===== src/rtl/fetch_unit.sv =====
`default_nettype none
// ============================================================================
// Module   : fetch_unit
// Purpose  : Instruction-fetch stage that owns the PC and drives the instruction
//            memory read port. It latches the IR and decodes its fields, and it
//            uses a valid/ready handshake. Optional macro FETCH_COUNT_EN adds
//            saturating counters for accepted fetches and redirects.
// Revision : 1.0  initial release
// ============================================================================
module fetch_unit #(
    parameter int                ADDR_W      = 32,
    parameter int                MEM_LATENCY = 1,
    parameter logic [ADDR_W-1:0] RESET_PC    = '0,
    parameter int                PC_STEP     = 4
) (
    input  logic              clock,
    input  logic              reset,
    output logic [ADDR_W-1:0] mem_addr,
    output logic              mem_rd,
    input  logic [31:0]       mem_rdata,
    output logic              fetch_valid,
    input  logic              fetch_ready,
    input  logic              pc_load,
    input  logic [ADDR_W-1:0] pc_target,
    output logic [ADDR_W-1:0] pc_out,
    output logic [ADDR_W-1:0] instr_pc,
    output logic [31:0]       instr,
    output logic [5:0]        opcode,
    output logic [4:0]        rs,
    output logic [4:0]        rt,
    output logic [15:0]       immediate,
    output logic [31:0]       fetch_count,
    output logic [31:0]       redir_count
);

    localparam int                c_LAT_W    = (MEM_LATENCY < 1) ? 1 : $clog2(MEM_LATENCY + 1);
    localparam logic [c_LAT_W-1:0] c_LAT_LAST = c_LAT_W'(MEM_LATENCY);
    localparam logic [ADDR_W-1:0] c_STEP     = ADDR_W'(PC_STEP);
    localparam logic [ADDR_W-1:0] c_ALIGN    = ~(c_STEP - ADDR_W'(1));

    typedef enum logic [0:0] {
        S_FETCH = 1'b0,
        S_HOLD  = 1'b1
    } state_t;

    state_t             r_state;
    state_t             w_state_nxt;
    logic [ADDR_W-1:0]  r_pc;
    logic [ADDR_W-1:0]  w_pc_nxt;
    logic [c_LAT_W-1:0] r_lat_cnt;
    logic [c_LAT_W-1:0] w_lat_nxt;
    logic               r_fetch_valid;
    logic               w_valid_nxt;
    logic [31:0]        r_instr;
    logic [ADDR_W-1:0]  r_instr_pc;
    logic               w_ir_we;
    logic               w_accept;

    always_ff @(posedge clock) begin
        if (reset) begin
            r_state       <= S_FETCH;
            r_pc          <= RESET_PC;
            r_lat_cnt     <= '0;
            r_fetch_valid <= 1'b0;
            r_instr       <= '0;
            r_instr_pc    <= '0;
        end else begin
            r_state       <= w_state_nxt;
            r_pc          <= w_pc_nxt;
            r_lat_cnt     <= w_lat_nxt;
            r_fetch_valid <= w_valid_nxt;
            if (w_ir_we) begin
                r_instr    <= mem_rdata;
                r_instr_pc <= r_pc;
            end
        end
    end

    // A redirect wins over both fetch completion and the hold handshake.
    always_comb begin
        w_state_nxt = r_state;
        w_pc_nxt    = r_pc;
        w_lat_nxt   = r_lat_cnt;
        w_valid_nxt = r_fetch_valid;
        w_ir_we     = 1'b0;
        w_accept    = (r_state == S_HOLD) && r_fetch_valid && fetch_ready;
        if (pc_load) begin
            w_pc_nxt    = pc_target & c_ALIGN;
            w_lat_nxt   = '0;
            w_state_nxt = S_FETCH;
            w_valid_nxt = 1'b0;
        end else begin
            case (r_state)
                S_FETCH: begin
                    if (r_lat_cnt == c_LAT_LAST) begin
                        w_ir_we     = 1'b1;
                        w_pc_nxt    = r_pc + c_STEP;
                        w_lat_nxt   = '0;
                        w_state_nxt = S_HOLD;
                        w_valid_nxt = 1'b1;
                    end else begin
                        w_lat_nxt = r_lat_cnt + c_LAT_W'(1);
                    end
                end
                S_HOLD: begin
                    if (w_accept) begin
                        w_state_nxt = S_FETCH;
                        w_valid_nxt = 1'b0;
                    end
                end
                default: w_state_nxt = S_FETCH;
            endcase
        end
    end

`ifdef FETCH_COUNT_EN
    logic [31:0] r_fetch_count;
    logic [31:0] r_redir_count;

    always_ff @(posedge clock) begin
        if (reset) begin
            r_fetch_count <= '0;
            r_redir_count <= '0;
        end else begin
            if (w_accept && (r_fetch_count != 32'hFFFF_FFFF)) begin
                r_fetch_count <= r_fetch_count + 32'd1;
            end
            if (pc_load && (r_redir_count != 32'hFFFF_FFFF)) begin
                r_redir_count <= r_redir_count + 32'd1;
            end
        end
    end

    assign fetch_count = r_fetch_count;
    assign redir_count = r_redir_count;
`else
    assign fetch_count = 32'd0;
    assign redir_count = 32'd0;
`endif

    assign mem_addr    = r_pc;
    assign mem_rd      = (r_state == S_FETCH);
    assign pc_out      = r_pc;
    assign fetch_valid = r_fetch_valid;
    assign instr       = r_instr;
    assign instr_pc    = r_instr_pc;
    assign opcode      = r_instr[31:26];
    assign rs          = r_instr[25:21];
    assign rt          = r_instr[20:16];
    assign immediate   = r_instr[15:0];

endmodule
`default_nettype wire

===== config.mk =====
export PLATFORM = sky130hd
export DESIGN_NAME = fetch_unit
export DESIGN_NICKNAME = d
export VERILOG_FILES = /design/src/rtl/fetch_unit.sv
export SDC_FILE = /design/constraint.sdc
export NUM_CORES = 1
export LEC_CHECK = 0
export CAP_MARGIN = 20
export CORE_MARGIN = 4
export CORE_UTILIZATION = 25
export CTS_BUF_LIST = sky130_fd_sc_hd__clkbuf_8
export CTS_CLUSTER_SIZE = 20
export DETAILED_ROUTE_END_ITERATION = 10
export GPL_TIMING_DRIVEN = 0
export PLACE_DENSITY_LB_ADDON = 0.1
export SLEW_MARGIN = 20
export SYNTH_ARGS = -nofsm -noshare
export SYNTH_HDL_FRONTEND = slang
export SYNTH_SLANG_ARGS = --single-unit

===== constraint.sdc =====
create_clock -name clock -period 5.6 [get_ports clock]
set_input_delay 1.12 -clock clock [delete_from_list [all_inputs] [get_ports clock]]
set_output_delay 1.12 -clock clock [all_outputs]
set_load 0.1 [all_outputs]

==> results of run 1 <==
==> final timing paths <==
| path | startpoint | end | slack [ns] |
|---|---|---|---|
| worst max-delay path | mem_addr[27] | pc_out[27] | 2.25 |
| worst max register to register | mem_addr[2] | mem_addr[18] | 3.13 |
| worst min-delay path | instr_pc[27] | instr_pc[27] | 0.46 |
| worst min register to register | instr_pc[27] | instr_pc[27] | 0.46 |
==> layout by cell type (no fill, tap or decap), types with 4 or more instances in the layout <==
master and instances:
nor2_1 29, and4_1 5, clkbuf_1 32, dfxtp_1 95, xor2_1 6, a311oi_1 16, inv_1 8, clkbuf_8 10
a21oi_1 69, nor3_1 5, nor4_1 4, nand2_1 141, o31ai_1 12, or4_1 12, o21ai_0 4, nand4_1 7
nand3_1 11, buf_4 132, xnor2_1 5, conb_1 70, clkdlybuf4s50_1 220, a211oi_1 9
==> cell families after synthesis <==
logic type	after synthesis	share of synthesized area (%)
simple gates	231	21.4
buf+inv	175	23.5
compound gates	114	14.1
flops	95	38.5
xor+xnor	11	1.95
fa+ha+maj	1	0.253
other cells	1	0.0759
mux	1	0.228
==> synthesized netlist by cell type (all sizes together) (9+ instances only) <==
master / count
a311oi: 16
o31ai: 12
clkbuf: 32
a21oi: 69
nand2: 141
nor2: 29
nand3: 11
a211oi: 9
buf: 136
dfxtp: 95
or4: 12
==> sequential cells by signal, summed over array words and instances, names as in the netlist <==
signal	cells
r_state	1
instr	32
r_lat_cnt	1
mem_addr	30
instr_pc	30
fetch_valid	1
==> layer usage <==
metal  vias to the layer above  wire [um]  GRT usage (%)
met5                         -          0              0
met4                         0        260           4.76
met3                        15       1390           3.60
met2                       186       7830           24.4
met1                      2130       7780           20.1
li1                       2529          -              -
==> final cells by class <==
cell class | count | area (um^2)
fill | 2060 | 11600
timing repair buffer | 220 | 2200
multi-input combinational | 428 | 2140
sequential | 95 | 1900
buffer | 168 | 1130
tap | 265 | 332
clock buffer | 10 | 138
clock inverter | 6 | 37.5
inverter | 7 | 26.3
==> power by group <==
group	switching (W)	internal, W
Combinational	0.000645	0.000201
Clock	0.000262	0.000172
Sequential	0.0000420	0.000702
Total	0.000949	0.00107
==> worst min-delay path, stage by stage (launching register included) <==
cell and delay [ns]:
dfxtp_1 0.32, nand2_1 0.05, a21oi_1 0.05
==> stage by stage <==
stage                     power [W]  worst slack (ns)  cells
after floorplan             0.00143              2.77    698
after global placement      0.00161              2.64   1183
after detailed placement    0.00161              2.63   1183
after CTS                   0.00205              2.22   1199
after global routing        0.00210              2.19   1199
final                       0.00202              2.25   1199
==> flow_summary.toml, run 1 <==
[placement]
hpwl_um = 13300
gp_congestion = 0.749
dpl_cell_area_um2 = 7730
portBuffers = 220

[synthesis]
synth_area_leaders = "dfxtp_1 (38%), buf_4 (20%), nand2_1 (11%), a21oi_1 (7.0%), a311oi_1 (2.8%)"
synth.ff_latch_count = 95
synthDistinctLibCells = 39
syn_area_um2 = 4940
syn_avg_cell_area_um2 = 7.86
async_flop_share_pct = 0
ys.flop_type = "dfxtp_1"
synth_edf_count = 0
ys_seq_area_share_pct = 38.5
synth_top_area_share_pct = 38.5
yosysWarnings = 0
synthCells = 629
yosys.area.top_type = "dfxtp_1"

[clock_tree]
htreeDepth = 3
insertion_delay_ns = 0.38
postCtsSetupBuffers = 0
cts.sinks = 95
ctsHoldBuffers = 0
cts_buffer_depth = 2
cts_resized = 0
numCtsBuffers = 9
clkTransAtPathRegs_ns = 0.09
cts_tree = "done"
cts_root_buffer = "clkbuf_8"

[floorplanning]
rows = 51
io_pins = 294
dieArea_um2 = 22100
dieWidth_um = 149
core_um2 = 19500
die_h_um = 149
start_util_pct = 25.4

[run]
drv_cap = 0

[cells_and_area]
fin_util_pct = 40.6
final_nets = 998
final_area_um2 = 7910
diodes = 0
syn_to_final_growth_pct = 60.1
final_layout_size_suffix_gt1_share_pct = 16.7

[timing]
whs_ns = 0.459
drv_slew = 0
max_slew_margin_pct = 31.6
tightest_slew_ns = 1.02
finalHoldViolCount = 0
timing.fmax_mhz = 298
setup_viol = 0
final.min_clock_period_ns = 3.35
fin_setup_tns_ns = 0
rsz0062_at_grt = "false"
finClkSkew_ns = 0.00649
finalCritPeriodShare_pct = 59.9

[power]
powerDensity_nw_per_um2 = 256
vdd_drop_max_mv = 0.0921
p_leak_nw = 3.08

[grt]
grt_max_degree = 16
antenna_found_initial = 0
grt_overflow_total = 0
grt_pass1_vias = 4634
gr-usage-all-layers_pct = 15.1
grt_pass1_wl_um = 26300

[min_path]
worstHoldPathType = "reg -> reg"
holdPathStages = 2

[worst_setup_path]
end_kind = "primary output"
slowest_stage = "clkdlybuf4s50_1"
crit_fanout = 8
path_cells = "buf_4, clkdlybuf4s50_1"
ff2ff_path_depth = 7
startpoint_type = "register"
critPathMaxStageDelay_ns = 1.14
required_ns = 4.48
cp.depth = 2
critPathKind = "reg -> out"
cp.arrival_ns = 2.23
crit_buf_inv = 2
crit_family = "buffers and inverters"

[drt]
drc = 0
routedWlPerCell_um = 14.4
wirelength_um = 17300
first_pass_iters = 4
ant_nets = 0
vias = 4860
drt_iter0_drc = 162
viasPerCell = 4.05

[run_status]
status = "completed"
Power figures use the tool's default switching activity.
==> run 2: changes to the inputs <==
- clock period: 5.6 -> 3.48 ns (I/O delays scaled with it)
==> results of run 2 <==
The final DEF is identical to that of run 1. Status: completed.
Among the figures that moved: setup slack after placement 2.63 ns -> 0.931 ns; setup slack after layout 2.25 ns -> 0.552 ns; register-to-register setup slack 3.13 ns -> 1.01 ns; total power 0.00202 W -> 0.00326 W; worst IR drop on VDD 0.0921 mV -> 0.148 mV
